--- src/rtl/fb_sched_pkg.sv ---
// fb_sched_pkg: shared command encoding, buffer index type and free-buffer selection
package fb_sched_pkg;
  typedef enum logic [1:0] {CMD_REFRESH = 2'd0, CMD_READ = 2'd1, CMD_WRITE = 2'd2} cmd_op_t;
  typedef logic [1:0] buf_idx_t;
  function automatic buf_idx_t pick_free(input buf_idx_t a, input buf_idx_t b);
    return (a != 2'd0 && b != 2'd0) ? 2'd0 : (a != 2'd1 && b != 2'd1) ? 2'd1 : 2'd2;
  endfunction
endpackage

--- src/rtl/refresh_timer.sv ---
// refresh_timer: interval counter producing saturating refresh obligations and a sticky overrun flag
module refresh_timer #(
  parameter int INTERVAL = 750,
  parameter int MAX      = 8,
  parameter int PW       = $clog2(MAX + 1)
) (
  input  logic          clk_i,
  input  logic          rst_ni,
  input  logic          take_i,
  output logic [PW-1:0] pending_o,
  output logic          overrun_o
);
  localparam int CW = $clog2(INTERVAL);
  localparam logic [CW-1:0] LAST = CW'(INTERVAL - 1);
  localparam logic [PW-1:0] PMAX = PW'(MAX);
  logic [CW-1:0] cnt_q, cnt_d;
  logic [PW-1:0] pend_q, pend_d;
  logic ovr_q, ovr_d, wrap;
  // wrap earns an obligation, a taken refresh pays one; both together cancel
  always_comb begin
    wrap   = cnt_q == LAST;
    cnt_d  = wrap ? '0 : cnt_q + 1'b1;
    ovr_d  = ovr_q | (wrap & (pend_q == PMAX));
    pend_d = (wrap == take_i) ? pend_q : wrap ? ((pend_q == PMAX) ? pend_q : pend_q + 1'b1) : pend_q - 1'b1;
  end
  // timer state
  always_ff @(posedge clk_i or negedge rst_ni) begin
    if (!rst_ni) begin
      cnt_q  <= '0;
      pend_q <= '0;
      ovr_q  <= 1'b0;
    end else begin
      cnt_q  <= cnt_d;
      pend_q <= pend_d;
      ovr_q  <= ovr_d;
    end
  end
  assign pending_o = pend_q;
  assign overrun_o = ovr_q;
endmodule

--- src/rtl/frame_buffer_scheduler.sv ---
// frame_buffer_scheduler: arbitrates refresh/read/write bursts to the SDRAM engine with triple-buffered frames
module frame_buffer_scheduler
  import fb_sched_pkg::*;
#(
  parameter int ADDR_WIDTH       = 22,
  parameter int BURST_LEN        = 8,
  parameter int FRAME_WORDS      = 153600,
  parameter int BUF_SHIFT        = 18,
  parameter int FIFO_AW          = 9,
  parameter int REFRESH_INTERVAL = 750,
  parameter int REFRESH_URGENT   = 2,
  parameter int REFRESH_MAX      = 8,
  parameter int READ_LOW_WATER   = 64,
  parameter int WRITE_HIGH_WATER = 256
) (
  input  logic                  sdram_clk_i,
  input  logic                  resetn_i,
  input  logic [FIFO_AW:0]      rd_fifo_level_i,
  input  logic [FIFO_AW:0]      wr_fifo_level_i,
  input  logic                  frame_start_i,
  input  logic                  vsync_i,
  output logic                  cmd_valid_o,
  input  logic                  cmd_ready_i,
  output logic [1:0]            cmd_op_o,
  output logic [ADDR_WIDTH-1:0] cmd_addr_o,
  input  logic                  cmd_done_i,
  output logic                  refresh_overrun_o
);
  localparam int LW = FIFO_AW + 1;
  localparam int PW = $clog2(REFRESH_MAX + 1);
  localparam logic [LW-1:0] RD_LOW  = LW'(READ_LOW_WATER);
  localparam logic [LW-1:0] WR_HIGH = LW'(WRITE_HIGH_WATER);
  localparam logic [LW-1:0] BL_LVL  = LW'(BURST_LEN);
  localparam logic [LW-1:0] RD_ROOM = LW'(2 ** FIFO_AW - BURST_LEN);
  localparam logic [PW-1:0] URGENT  = PW'(REFRESH_URGENT);
  localparam logic [BUF_SHIFT-1:0] STEP     = BUF_SHIFT'(BURST_LEN);
  localparam logic [BUF_SHIFT-1:0] LAST_PTR = BUF_SHIFT'(FRAME_WORDS - BURST_LEN);
  typedef enum logic [1:0] {S_IDLE, S_ISSUE, S_BUSY} state_t;
  state_t state_q, state_d;
  cmd_op_t op_q, op_d, gnt_op;
  logic [ADDR_WIDTH-1:0] addr_q, addr_d;
  logic [BUF_SHIFT-1:0] wr_ptr_q, wr_ptr_d, rd_ptr_q, rd_ptr_d;
  buf_idx_t wr_buf_q, wr_buf_d, rd_buf_q, rd_buf_d, lc_q, lc_d;
  logic wr_act_q, wr_act_d, rd_act_q, rd_act_d;
  logic gnt, hs;
  logic [PW-1:0] pending;
  assign hs = (state_q == S_ISSUE) & cmd_ready_i;
  refresh_timer #(.INTERVAL(REFRESH_INTERVAL), .MAX(REFRESH_MAX), .PW(PW)) u_refresh (
    .clk_i    (sdram_clk_i),
    .rst_ni   (resetn_i),
    .take_i   (hs & (op_q == CMD_REFRESH)),
    .pending_o(pending),
    .overrun_o(refresh_overrun_o)
  );
  // priority arbitration: urgent refresh, starving reader, overfull writer, then opportunistic work
  always_comb begin
    gnt    = 1'b1;
    gnt_op = CMD_REFRESH;
    if (pending >= URGENT) gnt_op = CMD_REFRESH;
    else if (rd_act_q && rd_fifo_level_i < RD_LOW) gnt_op = CMD_READ;
    else if (wr_act_q && wr_fifo_level_i >= WR_HIGH) gnt_op = CMD_WRITE;
    else if (pending != '0) gnt_op = CMD_REFRESH;
    else if (rd_act_q && rd_fifo_level_i <= RD_ROOM) gnt_op = CMD_READ;
    else if (wr_act_q && wr_fifo_level_i >= BL_LVL) gnt_op = CMD_WRITE;
    else gnt = 1'b0;
  end
  // command FSM; op and address are latched at grant so they hold steady through the offer
  always_comb begin
    state_d = state_q;
    op_d    = op_q;
    addr_d  = addr_q;
    if (state_q == S_IDLE && gnt) begin
      state_d = S_ISSUE;
      op_d    = gnt_op;
      addr_d  = gnt_op == CMD_READ  ? ADDR_WIDTH'({rd_buf_q, rd_ptr_q}) :
                gnt_op == CMD_WRITE ? ADDR_WIDTH'({wr_buf_q, wr_ptr_q}) : '0;
    end else if (hs) state_d = S_BUSY;
    else if (state_q == S_BUSY && cmd_done_i) state_d = S_IDLE;
  end
  // frame bookkeeping: write completion, then vsync, then frame_start, each seeing the prior result
  always_comb begin
    wr_ptr_d = wr_ptr_q;
    rd_ptr_d = rd_ptr_q;
    wr_buf_d = wr_buf_q;
    rd_buf_d = rd_buf_q;
    lc_d     = lc_q;
    wr_act_d = wr_act_q;
    rd_act_d = rd_act_q;
    if (hs && op_q == CMD_WRITE) begin
      wr_ptr_d = wr_ptr_q + STEP;
      if (wr_ptr_q == LAST_PTR) begin
        wr_act_d = 1'b0;
        lc_d     = wr_buf_q;
      end
    end
    if (hs && op_q == CMD_READ) begin
      rd_ptr_d = rd_ptr_q + STEP;
      if (rd_ptr_q == LAST_PTR) rd_act_d = 1'b0;
    end
    if (vsync_i) begin
      rd_buf_d = lc_d;
      rd_ptr_d = '0;
      rd_act_d = 1'b1;
    end
    if (frame_start_i) begin
      wr_ptr_d = '0;
      wr_act_d = 1'b1;
      wr_buf_d = pick_free(rd_buf_d, lc_d);
    end
  end
  // state registers
  always_ff @(posedge sdram_clk_i or negedge resetn_i) begin
    if (!resetn_i) begin
      state_q  <= S_IDLE;
      op_q     <= CMD_REFRESH;
      addr_q   <= '0;
      wr_ptr_q <= '0;
      rd_ptr_q <= '0;
      wr_buf_q <= 2'd1;
      rd_buf_q <= 2'd0;
      lc_q     <= 2'd0;
      wr_act_q <= 1'b0;
      rd_act_q <= 1'b0;
    end else begin
      state_q  <= state_d;
      op_q     <= op_d;
      addr_q   <= addr_d;
      wr_ptr_q <= wr_ptr_d;
      rd_ptr_q <= rd_ptr_d;
      wr_buf_q <= wr_buf_d;
      rd_buf_q <= rd_buf_d;
      lc_q     <= lc_d;
      wr_act_q <= wr_act_d;
      rd_act_q <= rd_act_d;
    end
  end
  assign cmd_valid_o = state_q == S_ISSUE;
  assign cmd_op_o    = op_q;
  assign cmd_addr_o  = addr_q;
endmodule

--- config.mk ---
export PLATFORM = sky130hd
export DESIGN_NAME = frame_buffer_scheduler
export DESIGN_NICKNAME = d
export VERILOG_FILES = /design/src/rtl/fb_sched_pkg.sv /design/src/rtl/refresh_timer.sv /design/src/rtl/frame_buffer_scheduler.sv
export SDC_FILE = /design/constraint.sdc
export NUM_CORES = 1
export LEC_CHECK = 0
export BUFFER_PORTS_ARGS = -buffer_cell sky130_fd_sc_hd__clkbuf_2
export CAP_MARGIN = 10
export CORE_MARGIN = 2
export CORE_UTILIZATION = 60
export DETAILED_ROUTE_END_ITERATION = 8
export GPL_ROUTABILITY_DRIVEN = 0
export GPL_TIMING_DRIVEN = 0
export PLACE_DENSITY = 0.9
export SYNTH_ARGS = -nofsm -noshare
export SYNTH_HDL_FRONTEND = slang
export SYNTH_SLANG_ARGS = --single-unit
--- constraint.sdc ---
create_clock -name sdram_clk_i -period 6.25 [get_ports sdram_clk_i]
set_input_delay 0.3125 -clock sdram_clk_i [delete_from_list [all_inputs] [get_ports sdram_clk_i]]
set_output_delay 0.3125 -clock sdram_clk_i [all_outputs]
set_load 0.01 [all_outputs]
-- Word-level counts from Yosys, hierarchy flattened
Cells that the tools add are included.
- flip-flop bits (word level): 85
- input bits: 26
- output and inout bits: 26
- logic and storage cells: 100
- $add $sub $neg: 5
- order comparisons: 5
- equality and inequality tests: 14
- mux-type cells: 35
- bitwise logic cells: 5
- reduce and logical (&&, ||, !) cells: 23
- operators with widths (kind ; number):
    2-to-1 mux 18 bit ; 4
    2-to-1 mux 20 bit ; 2
    adder 18 x 4 -> 18 bit, second input constant ; 2
    equality test 18 bit, second input constant ; 2
    2-to-1 mux 2 bit ; 14
    2-to-1 mux 1 bit ; 12
    nonzero test 2 bit ; 6
    adder 10 x 1 -> 10 bit, second input constant ; 1
    equality test 10 bit, second input constant ; 1
    greater-or-equal comparator 10 x 4 -> 1 bit, second input constant ; 1
    greater-or-equal comparator 10 x 9 -> 1 bit, second input constant ; 1
    <= comparator 10 x 9 -> 1 bit, second input constant ; 1
    logical AND 1 bit ; 10
    less-than comparator 10 x 7 -> 1 bit, second input constant ; 1
    2-to-1 mux 10 bit ; 1
    2-to-1 mux 4 bit ; 2
    equality test 2 x 1 -> 1 bit, second input constant ; 3
    equality test 2 bit, second input constant ; 3
    AND reduction 2 bit ; 3
    adder 4 x 1 -> 4 bit, second input constant ; 1
    equality test 4 bit, second input constant ; 1
    greater-or-equal comparator 4 x 2 -> 1 bit, second input constant ; 1
    zero test 2 bit ; 2
    != test 2 x 1 -> 1 bit, second input constant ; 2
    other kinds (8) ; 10

-- Logic depth before layout (Yosys ltp)
Gate-level depths: netlist of the first run.
- word-level depth: 11
- gate-level depth with buffers: 11
- mapped depth without buffers: 11

-- Modules after synthesis
From an unflattened synthesis of the first run, not the netlist that was laid out.
- cell total of the unflattened synthesis: 381
- area total of the unflattened synthesis: 3833.7 um^2
- modules (own cells, without submodules) (module ; instances ; cells each ; area an instance (um^2) ; seq. area each (um^2)):
    frame_buffer_scheduler ; 1 ; 302 ; 3004.1 ; 1502.7
    refresh_timer ; 1 ; 79 ; 829.5 ; 375.4

-- Least setup slack after synthesis of the first run
No wires, ideal clock.
- kind: register to register
- start: reg u_refresh.cnt_q[1]
- end: reg u_refresh.pend_q[3], in the netlist u_refresh.pending_o[3]
- setup time: 0.123 ns
- data arrival time: 2.052 ns
- required time: 6.127 ns
- slack: 4.076 ns
- stages on the path, launching flop included: 12
- path buffers: 0
- period minus slack after synthesis: 2.174 ns
- path through: dfrtp_1 -> inv_1 -> ha_1 -> nand4_1 -> nor4_1 -> inv_1 -> ha_1 -> a21o_1 -> a21oi_1 -> xor2_1 -> nand2_1 -> xnor2_1
- cells in the longest elaborated chain, start to end: 4
- elaborated cells on any way between the ends: 6
- classes of those cells: eq/ne (3); mux (1); bitwise (1); reduce/logical (1)
- ends and longest elaborated chain (item ; line ; RTL):
    start: declaration ; refresh_timer.sv:16 ; logic [CW-1:0] cnt_q, cnt_d;
    start signal: assignment ; refresh_timer.sv:33 ; cnt_q <= cnt_d;
    equality test 10 bit * ; refresh_timer.sv:21 ; wrap = cnt_q == LAST;
    equality test 1 bit ; refresh_timer.sv:24 ; pend_d = (wrap == take_i) ? pend_q : wrap ? ((pend_q == PMAX) ? pend_q : pend_q + 1'b1) : pend_q - 1'b1;
    NOT 1 bit (no line) ; - ;
    AND reduction 2 bit (no line) ; - ;
    end signal: assignment ; refresh_timer.sv:34 ; pend_q <= pend_d;
    end: declaration ; refresh_timer.sv:17 ; logic [PW-1:0] pend_q, pend_d;
Mark *: on every way between the ends. The rest lies on a longest branch, timed or not.
A chain may end at the register's enable or synchronous reset.

-- Worst setup path after layout of the first run
Ends and elaborated chain as after synthesis.

==> results of run 1 <==
[registers in the layout, summed over array words and instances (netlist names)]
signal and count:
wr_buf_q 2, u_refresh.pending_o 4, lc_q 2, wr_act_q 1, wr_ptr_q 15, cmd_addr_o 18
rd_act_q 1, u_refresh.overrun_o 1, cmd_op_o 2, rd_buf_q 2, rd_ptr_q 15, u_refresh.cnt_q 10
state_q 2
[repair_timing]
| item | 4_1_cts | 5_1_grt |
|---|---|---|
| hold buffers | 1 | 0 |
| hold endpoints to repair | 6 | 0 |
| endpoints found under the setup margin | 0 | 0 |
[metrics by stage]
stage / utilization (%) / worst slack [ps]
3_3_place_gp: 68.4 / 3900
2_1_floorplan: - / 4080
5_1_grt: 72.2 / 3610
3_5_place_dp: 68.9 / 3820
6_report: 72.2 / 3760
4_1_cts: 72.2 / 3810
[final timing paths]
check	slack, ps	end	start	cells after the start
worst max-delay path	3760	u_refresh.pending_o[3]	u_refresh.cnt_q[1]	11
max in group asynchronous	5310	wr_buf_q[0]	resetn_i	3
worst min-delay path	130	state_q[1]	cmd_done_i	2
worst max register to register	3760	u_refresh.pending_o[3]	u_refresh.cnt_q[1]	11
min in group asynchronous	340	state_q[1]	resetn_i	2
worst min register to register	470	u_refresh.overrun_o	u_refresh.overrun_o	1
[layer usage]
layer / up-vias / wire length [um]
li1: 1424 / -
met1: 1482 / 3470
met2: 96 / 4240
met3: 19 / 397
met4: 0 / 162
met5: - / 0
[power by group]
part / internal (uW) / total, uW / switching [uW]
clock network: 177 / 355 / 178
registers: 515 / 557 / 42.5
logic: 93.8 / 219 / 125
total: 786 / 1130 / 345
[synth_stat cells (all sizes together) (6+ instances only)]
library cell	number
and3	7
nand4	6
o21ai	26
nor2	43
inv	7
clkbuf	8
xnor2	12
buf	11
nand2	47
ha	6
a21oi	8
xor2	25
nand3	17
dfrtp	74
a22oi	17
[layout make-up]
class | instances | area share (%)
Sequential cell | 75 | 43.4
Multi-Input combinational cell | 276 | 40.4
Timing Repair Buffer | 48 | 6.24
Clock buffer | 13 | 3.90
Buffer | 19 | 2.75
Tap cell | 75 | 2.17
Inverter | 7 | 0.607
Clock inverter | 3 | 0.491
[worst max-delay path, stage by stage (launching register included)]
cell,delay [ps]
dfrtp_1,410
inv_1,70
ha_1,140
nand4_1,130
nor4_1,370
inv_1,220
ha_1,320
a21o_1,170
a21oi_1,170
xor2_1,170
nand2_1,80
xnor2_1,140
[cell families (layout without fill, tap and decap cells)]
| group | count (synthesis) | after routing | synth area share (%) |
|---|---|---|---|
| AND/OR/NAND/NOR | 154 | 154 | 20.6 |
| flip-flops | 75 | 75 | 49.8 |
| AO/OA/AOI/OAI | 72 | 72 | 13.2 |
| XOR/XNOR | 37 | 37 | 8.60 |
| buffers and inverters | 26 | 90 | 3.85 |
| adder cells (fa/ha/maj) | 7 | 7 | 2.52 |
| multiplexers | 4 | 4 | 1.29 |
| other | 1 | 2 | 0.0995 |
==> results.sh, run 1 <==
export IMPL_status="complete, no violations"
export IMPL_power_density_nw_per_um2=261
export IMPL_whs_ps=128
export IMPL_finalClockSkew_ps=7.16
export IMPL_critical_path_arrival_ps=2730
export IMPL_slew_viol_final=0
export IMPL_multi_input_area_um2=1750
export IMPL_cts_sinks=75
export IMPL_busiest_layer="met2"
export IMPL_gr_usage_met1_pct=32.1
export IMPL_period_minus_slack_ps=2490
export IMPL_async_flop_share_pct=100
export IMPL_floorplan_initialDensity_pct=62.9
export IMPL_area_growth_pct=14.8
export IMPL_met3_usage_pct=5.77
export IMPL_cp_max_fo=4
export IMPL_dieArea_um2=6930
export IMPL_grt_start_max_net_pins=70
export IMPL_post_cts_setup_buffer_count=0
export IMPL_synth_edf_count=0
export IMPL_nNetsFinal=469
export IMPL_antenna_left=0
export IMPL_place_area_um2=4130
export IMPL_tns_ps=0
export IMPL_finalInstanceArea_um2=4330
export IMPL_grt_use_met2_pct=42.3
export IMPL_grt_pass1_vias=3031
export IMPL_drive_above_1_share_pct=20.2
export IMPL_hpwl_mm=5.92
export IMPL_synth_avg_cell_area_um2=10.0
export IMPL_overflow=0
export IMPL_fin_cells=516
export IMPL_synth_top_cell_area_share_pct=49.1
export IMPL_synth_warnings=0
export IMPL_n_antenna_cell=0
export IMPL_cts_root_buffer="clkbuf_8"
export IMPL_io_buffers=46
export IMPL_cts_repair_resized=0
export IMPL_total_power_uw=1130
export IMPL_drt_iter0_drc=245
export IMPL_fin_crit_sh_pct=39.9
export IMPL_vias=3021
export IMPL_irDropWorstVdd_v=0.000222
export IMPL_dr_pass1_iters=6
export IMPL_cts_buffers=9
export IMPL_worstSetupEndpointType="flip-flop"
export IMPL_cts_htree_levels=3
export IMPL_clockBufferDepth=2
export IMPL_rsz0062_at_grt="no"
export IMPL_nFillCells=410
export IMPL_ys_ff_latch=75
export IMPL_slew_headroom_pct=45.6
export IMPL_synthTopCellsByArea="dfrtp_1 49%, xor2_1 5.8%, nand2_1 4.7%, nor2_1 4.3%, a22oi_1 3.4%"
export IMPL_seq_area_frac_synth_pct=49.8
export IMPL_tightest_slew_ps=804
export IMPL_core_um2=5990
export IMPL_layout_common_cells="74 x dfrtp_1, 47 x nand2_1, 46 x clkbuf_2"
export IMPL_dp_cells=499
export IMPL_cap_violations=0
export IMPL_hp_class="input pin to flip-flop"
export IMPL_pin_count=52
export IMPL_power_leakage_uw=0.00200
export IMPL_dieWidth_um=83.3
export IMPL_yosysTopAreaCell="dfrtp_1"
export IMPL_clk_pin_slew_ps=80
export IMPL_vias_per_cell=5.85
export IMPL_startpoint_type="flip-flop"
export IMPL_drc_errors=0
export IMPL_num_rows=28
export IMPL_final_common_cell="dfrtp_1"
export IMPL_insertion_delay_ps=350
export IMPL_fp_dieH_um=83.3
export IMPL_post_drt_wl_per_cell_um=16.0
export IMPL_grt_pass1_wl_mm=14.0
export IMPL_synth_cells=376
export IMPL_cts_tree="done"
export IMPL_synthDistinctLibCells=57
export IMPL_synth_area_um2=3770
export IMPL_wirelength_mm=8.27
export IMPL_antenna_found_initial=0
export IMPL_final_seq_area_um2=1880
export IMPL_setup_viol=0
export IMPL_track_usage_pct=25.3
export IMPL_max_freq_ghz=0.401
export IMPL_crit_type="flip-flop to flip-flop"
export IMPL_hold_violations=0
export IMPL_synth_top_flop_cell="dfrtp_1"
export IMPL_required_ps=6490
Power figures use the tool's default switching activity.
==> run 2: changes to the inputs <==
--- a/config.mk
+++ b/config.mk
@@ -8,11 +8,11 @@
 export BUFFER_PORTS_ARGS = -buffer_cell sky130_fd_sc_hd__clkbuf_2
 export CAP_MARGIN = 10
 export CORE_MARGIN = 2
-export CORE_UTILIZATION = 60
+export CORE_UTILIZATION = 52
 export DETAILED_ROUTE_END_ITERATION = 8
 export GPL_ROUTABILITY_DRIVEN = 0
 export GPL_TIMING_DRIVEN = 0
-export PLACE_DENSITY = 0.9
+export PLACE_DENSITY = 0.83
 export SYNTH_ARGS = -nofsm -noshare
 export SYNTH_HDL_FRONTEND = slang
 export SYNTH_SLANG_ARGS = --single-unit
==> constraint.sdc (replaced) <==
create_clock -name sdram_clk_i -period 2.2 [get_ports sdram_clk_i]
set_input_delay 0.11 -clock sdram_clk_i [delete_from_list [all_inputs] [get_ports sdram_clk_i]]
set_output_delay 0.11 -clock sdram_clk_i [all_outputs]
set_load 0.01 [all_outputs]
==> results.sh, run 2 (same netlist as run 1, synthesis figures left out) <==
export IMPL_grt_start_max_net_pins=43
export IMPL_wirelength_mm=8.05
export IMPL_crit_start="u_refresh.cnt_q[1]"
export IMPL_gr_usage_met1_pct=27.2
export IMPL_cts_tree="done"
export IMPL_rr_startpoint="u_refresh.cnt_q[1]"
export IMPL_hpwl_mm=5.78
export IMPL_layout_common_cells="74 x dfrtp_1, 47 x nand2_1, 47 x clkbuf_2"
export IMPL_crit_path_end="u_refresh.pending_o[1]"
export IMPL_rrSetupSlack_ps=70
export IMPL_rsz0062_at_grt="yes"
export IMPL_dieArea_um2=7950
export IMPL_met3_usage_pct=4.25
export IMPL_final_common_cell="dfrtp_1"
export IMPL_largest_register_ff_count=18
export IMPL_num_rows=31
export IMPL_cap_violations=0
export IMPL_post_drt_wl_per_cell_um=14.8
export IMPL_drc_errors=0
export IMPL_grt_pass1_wl_mm=13.5
export IMPL_hold_violations=0
export IMPL_cts_htree_levels=3
export IMPL_antenna_found_initial=0
export IMPL_fp_dieH_um=89.1
export IMPL_tightest_slew_ps=649
export IMPL_fin_crit_sh_pct=97.0
export IMPL_status="complete, no violations"
export IMPL_max_freq_ghz=0.469
export IMPL_io_buffers=46
export IMPL_cp_max_fo=4
export IMPL_final_setup_worst_slack_ps=66.4
export IMPL_drt_iter0_drc=258
export IMPL_dr_pass1_iters=5
export IMPL_grt_pass1_vias=2951
export IMPL_cts_sinks=75
export IMPL_core_um2=7140
export IMPL_clk_pin_slew_ps=80
export IMPL_cts_buffers=9
export IMPL_n_antenna_cell=0
export IMPL_post_place_ws_ps=-141
export IMPL_period_minus_slack_ps=2130
export IMPL_dieWidth_um=89.1
export IMPL_nNetsFinal=473
export IMPL_antenna_left=0
export IMPL_vias=3031
export IMPL_critical_path_arrival_ps=2370
export IMPL_clockBufferDepth=2
export IMPL_slew_viol_final=0
export IMPL_setup_viol=0
export IMPL_vias_per_cell=5.58
export IMPL_rr_endpoint="u_refresh.pending_o[1]"
export IMPL_power_leakage_uw=0.00201
export IMPL_pin_count=52
export IMPL_busiest_layer="met2"
export IMPL_drive_above_1_share_pct=20.9
export IMPL_power_density_nw_per_um2=732
export IMPL_cts_root_buffer="clkbuf_8"
export IMPL_startpoint_type="flip-flop"
export IMPL_tns_ps=0
export IMPL_finalClockSkew_ps=6.86
export IMPL_worstSetupEndpointType="flip-flop"
export IMPL_required_ps=2440
export IMPL_irDropWorstVdd_v=0.000385
export IMPL_hp_class="input pin to flip-flop"
export IMPL_slew_headroom_pct=56.1
export IMPL_area_growth_pct=16.4
export IMPL_floorplan_initialDensity_pct=52.8
export IMPL_grt_use_met2_pct=38.2
export IMPL_crit_type="flip-flop to flip-flop"
export IMPL_insertion_delay_ps=350
export IMPL_post_route_util_pct=61.5
export IMPL_r2r_cells=9
export IMPL_overflow=0
export IMPL_track_usage_pct=22.0
-- run 2: changes by cell type in the layout (fill, tap and decap cells not counted), sizes merged --
cell,change
buf,+2
clkinvlp,+1
bufinv,+1
dlygate4sd3,+2
clkbuf,-3
-- run 2: through the flow --
step	power (uW)	cells	cell area (um2)	hold WS (ps)
after global routing	3370	543	4390	48.9
final	3210	543	4390	32.7
after CTS	3230	543	4390	21.7
after global placement	2190	522	4130	291
after detailed placement	2220	523	4150	117
after floorplan	2000	377	3770	-186
-- run 2: where the power goes --
| group | internal [uW] | switching, uW | leakage [uW] |
|---|---|---|---|
| clock network | 514 | 497 | 0.0000881 |
| registers | 1460 | 113 | 0.00100 |
| logic | 272 | 355 | 0.000920 |
-- run 2: timing repair --
action	4_1_cts	5_1_grt
resized for setup	2	2
hold endpoints to repair	35	0
hold buffers	3	0
setup endpoints to repair	1	12
buffers inserted	2	0
pin swaps	1	1
-- run 2: worst min path at each step --
stage,end,slack (ps),start,cells after the start
finish,state_q[1],30,cmd_ready_i,3
detailed placement,cmd_addr_o[9],120,resetn_i,1
CTS,state_q[1],20,cmd_ready_i,3
floorplan,cmd_addr_o[10],-190,resetn_i,0
global placement,state_q[1],290,cmd_done_i,2
global route,state_q[1],50,cmd_ready_i,3
-- run 2: routing by layer --
| layer | wire length (um) | share of wire (%) | vias to the layer above |
|---|---|---|---|
| met1 | 3360 | 42 | 1468 |
| li1 | - | - | 1433 |
| met5 | 0 | 0 | - |
| met3 | 413 | 5.1 | 23 |
| met4 | 164 | 2.0 | 0 |
| met2 | 4110 | 51 | 107 |
-- run 2: cell type report --
cell class	instances	area, um2
clock inverter	5	55.1
sequential	75	1880
multi-input combinational	276	1760
buffer	19	120
timing repair buffer	52	298
clock buffer	10	128
fill	596	2750
tap	99	124
inverter	7	26.3
-- run 2: worst max-delay path: stages (launching register included) --
cell     delay, ps
dfrtp_1        410
inv_1           70
ha_1           130
nand4_1        140
nor4_2         180
inv_1          110
buf_4          160
buf_4          130
fa_1           430
mux2_2         270
==> run 3: changes to the inputs <==
--- a/config.mk
+++ b/config.mk
@@ -7,12 +7,15 @@
 export LEC_CHECK = 0
 export BUFFER_PORTS_ARGS = -buffer_cell sky130_fd_sc_hd__clkbuf_2
 export CAP_MARGIN = 10
+export CELL_PAD_IN_SITES_DETAIL_PLACEMENT = 0
+export CELL_PAD_IN_SITES_GLOBAL_PLACEMENT = 1
+export CORE_ASPECT_RATIO = 0.75
 export CORE_MARGIN = 2
-export CORE_UTILIZATION = 52
+export CORE_UTILIZATION = 40
 export DETAILED_ROUTE_END_ITERATION = 8
 export GPL_ROUTABILITY_DRIVEN = 0
 export GPL_TIMING_DRIVEN = 0
-export PLACE_DENSITY = 0.83
+export PLACE_DENSITY = 0.82
 export SYNTH_ARGS = -nofsm -noshare
 export SYNTH_HDL_FRONTEND = slang
 export SYNTH_SLANG_ARGS = --single-unit
==> results.sh, run 3 (same netlist as run 1, synthesis figures left out) <==
export IMPL_n_antenna_cell=0
export IMPL_overflow=0
export IMPL_cts_tree="done"
export IMPL_num_rows=30
export IMPL_dieWidth_um=116
export IMPL_hp_class="input pin to flip-flop"
export IMPL_grt_pass1_wl_mm=13.8
export IMPL_p_sw_share_pct=28.8
export IMPL_path_buf_inv=2
export IMPL_slew_headroom_pct=54.3
export IMPL_tightest_slew_ps=676
export IMPL_track_usage_pct=17.9
export IMPL_rrSetupSlack_ps=40
export IMPL_cp_depth=11
export IMPL_layout_common_cells="74 x dfrtp_1, 47 x nand2_1, 47 x clkbuf_2"
export IMPL_power_switching_uw=1010
export IMPL_final_common_cell="dfrtp_1"
export IMPL_crit_start="u_refresh.cnt_q[1]"
export IMPL_power_leakage_uw=0.00204
export IMPL_r2r_cells=11
export IMPL_crit_family="simple AND/OR/NAND/NOR gates"
export IMPL_max_freq_ghz=0.464
export IMPL_crit_type="flip-flop to flip-flop"
export IMPL_floorplan_initialDensity_pct=41.3
export IMPL_hpwl_mm=6.16
export IMPL_fin_crit_sh_pct=98.0
export IMPL_wirelength_mm=8.27
export IMPL_largest_register_ff_count=18
export IMPL_worstSetupEndpointType="flip-flop"
export IMPL_dr_pass1_iters=4
export IMPL_fp_dieH_um=88.1
export IMPL_finalClockSkew_ps=11.2
export IMPL_nNetsFinal=472
export IMPL_io_buffers=46
export IMPL_antenna_found_initial=0
export IMPL_cts_root_buffer="clkbuf_16"
export IMPL_post_route_util_pct=49.4
export IMPL_rr_startpoint="u_refresh.cnt_q[1]"
export IMPL_post_drt_wl_per_cell_um=14.5
export IMPL_nFillCells=888
export IMPL_vias_per_cell=5.08
export IMPL_grt_pass1_vias=2747
export IMPL_startpoint_type="flip-flop"
export IMPL_core_um2=9120
export IMPL_clk_pin_slew_ps=60
export IMPL_period_minus_slack_ps=2160
export IMPL_combPwrFrac_pct=17.7
export IMPL_area_growth_pct=19.4
export IMPL_final_setup_worst_slack_ps=43.0
export IMPL_clockPowerShare_pct=37.1
export IMPL_vias=2906
export IMPL_crit_path_frequent_cell="ha_1"
export IMPL_grt_start_max_net_pins=60
export IMPL_dieArea_um2=10200
export IMPL_cts_buffers=9
export IMPL_pin_count=52
export IMPL_whs_ps=23.0
export IMPL_setup_viol=0
export IMPL_clockBufferDepth=2
export IMPL_insertion_delay_ps=340
export IMPL_crit_slowest_cell="dfrtp_1"
export IMPL_cts_sinks=75
export IMPL_rr_endpoint="u_refresh.pending_o[3]"
export IMPL_status="complete, no violations"
export IMPL_rsz0062_at_grt="yes"
export IMPL_drc_errors=0
export IMPL_intPower_uw=2490
export IMPL_drive_above_1_share_pct=20.5
export IMPL_antenna_left=0
export IMPL_hold_start="frame_start_i"
export IMPL_irDropWorstVdd_v=0.000546
export IMPL_drt_iter0_drc=152
export IMPL_cap_violations=0
export IMPL_required_ps=2420
export IMPL_slew_viol_final=0
export IMPL_path_cells="inv_1 -> ha_1 -> nand4_1 -> nor4_4 -> inv_2 -> ha_1 -> a21o_1 -> a21oi_1 -> xor2_1 -> nand2_1 -> xnor2_1"
export IMPL_critical_path_arrival_ps=2380
export IMPL_seq_power_share_pct=45.2
export IMPL_crit_path_end="u_refresh.pending_o[3]"
export IMPL_hold_violations=0
export IMPL_cp_max_fo=4
export IMPL_cts_htree_levels=3
export IMPL_max_stage_delay_ps=400
export IMPL_post_place_ws_ps=-229
export IMPL_power_density_nw_per_um2=778
==> run 3: worst min-delay path, delay by kind of cell <==
kind                   cells  cell delay, ps
buffers and inverters      2             160
AND/OR/NAND/NOR            1              60
==> run 3: repair_timing <==
action,4_1_cts,5_1_grt
buffers inserted,2,0
gates resized for setup,2,3
hold endpoints to repair,17,0
pin swaps,1,0
endpoints found under the setup margin,1,12
gates cloned,0,0
hold buffers,2,0
==> run 3: power groups by stage <==
stage                     Sequential [uW]  Clock (uW)  Combinational (uW)
after CTS                            1580        1330                 629
after detailed placement             1600           0                 626
after floorplan                      1580           0                 416
after global placement               1600           0                 609
final                                1580        1300                 620
after global routing                 1610        1390                 691
==> run 3: through the flow <==
step	cells	power [uW]	area (um2)	TNS (ps)
2_1_floorplan	377	2000	3770	0
3_3_place_gp	551	2210	4160	-221
3_5_place_dp	552	2230	4190	-229
4_1_cts	572	3540	4490	0
5_1_grt	572	3690	4500	-157
6_report	572	3500	4500	0
==> run 3: worst min path at each step <==
stage                endpoint  slack (ps)  depth (start not counted)
6_report             wr_act_q          20                          3
5_1_grt              wr_act_q          40                          3
4_1_cts              wr_act_q          20                          3
3_5_place_dp      wr_buf_q[1]          30                          1
3_3_place_gp       state_q[1]         310                          2
2_1_floorplan  cmd_addr_o[10]        -190                          0
==> run 3: layout make-up <==
type | count | area, um2 | share of cell area (%)
flip-flops and latches | 75 | 1880 | 41.7
multi-input cells | 276 | 1770 | 39.2
repair buffers | 51 | 295 | 6.56
clock buffers | 13 | 240 | 5.33
well taps | 128 | 160 | 3.56
plain buffers | 19 | 120 | 2.67
inverters | 7 | 26.3 | 0.583
clock inverters | 3 | 17.5 | 0.389
==> run 3: routing by layer <==
metal,track usage (%),part of all wire (%),vias to the layer above
li1,-,-,1432
met1,26.5,51,1398
met2,25.7,42,71
met3,6.16,6.1,5
met4,3.57,0.62,0
met5,0,0,-
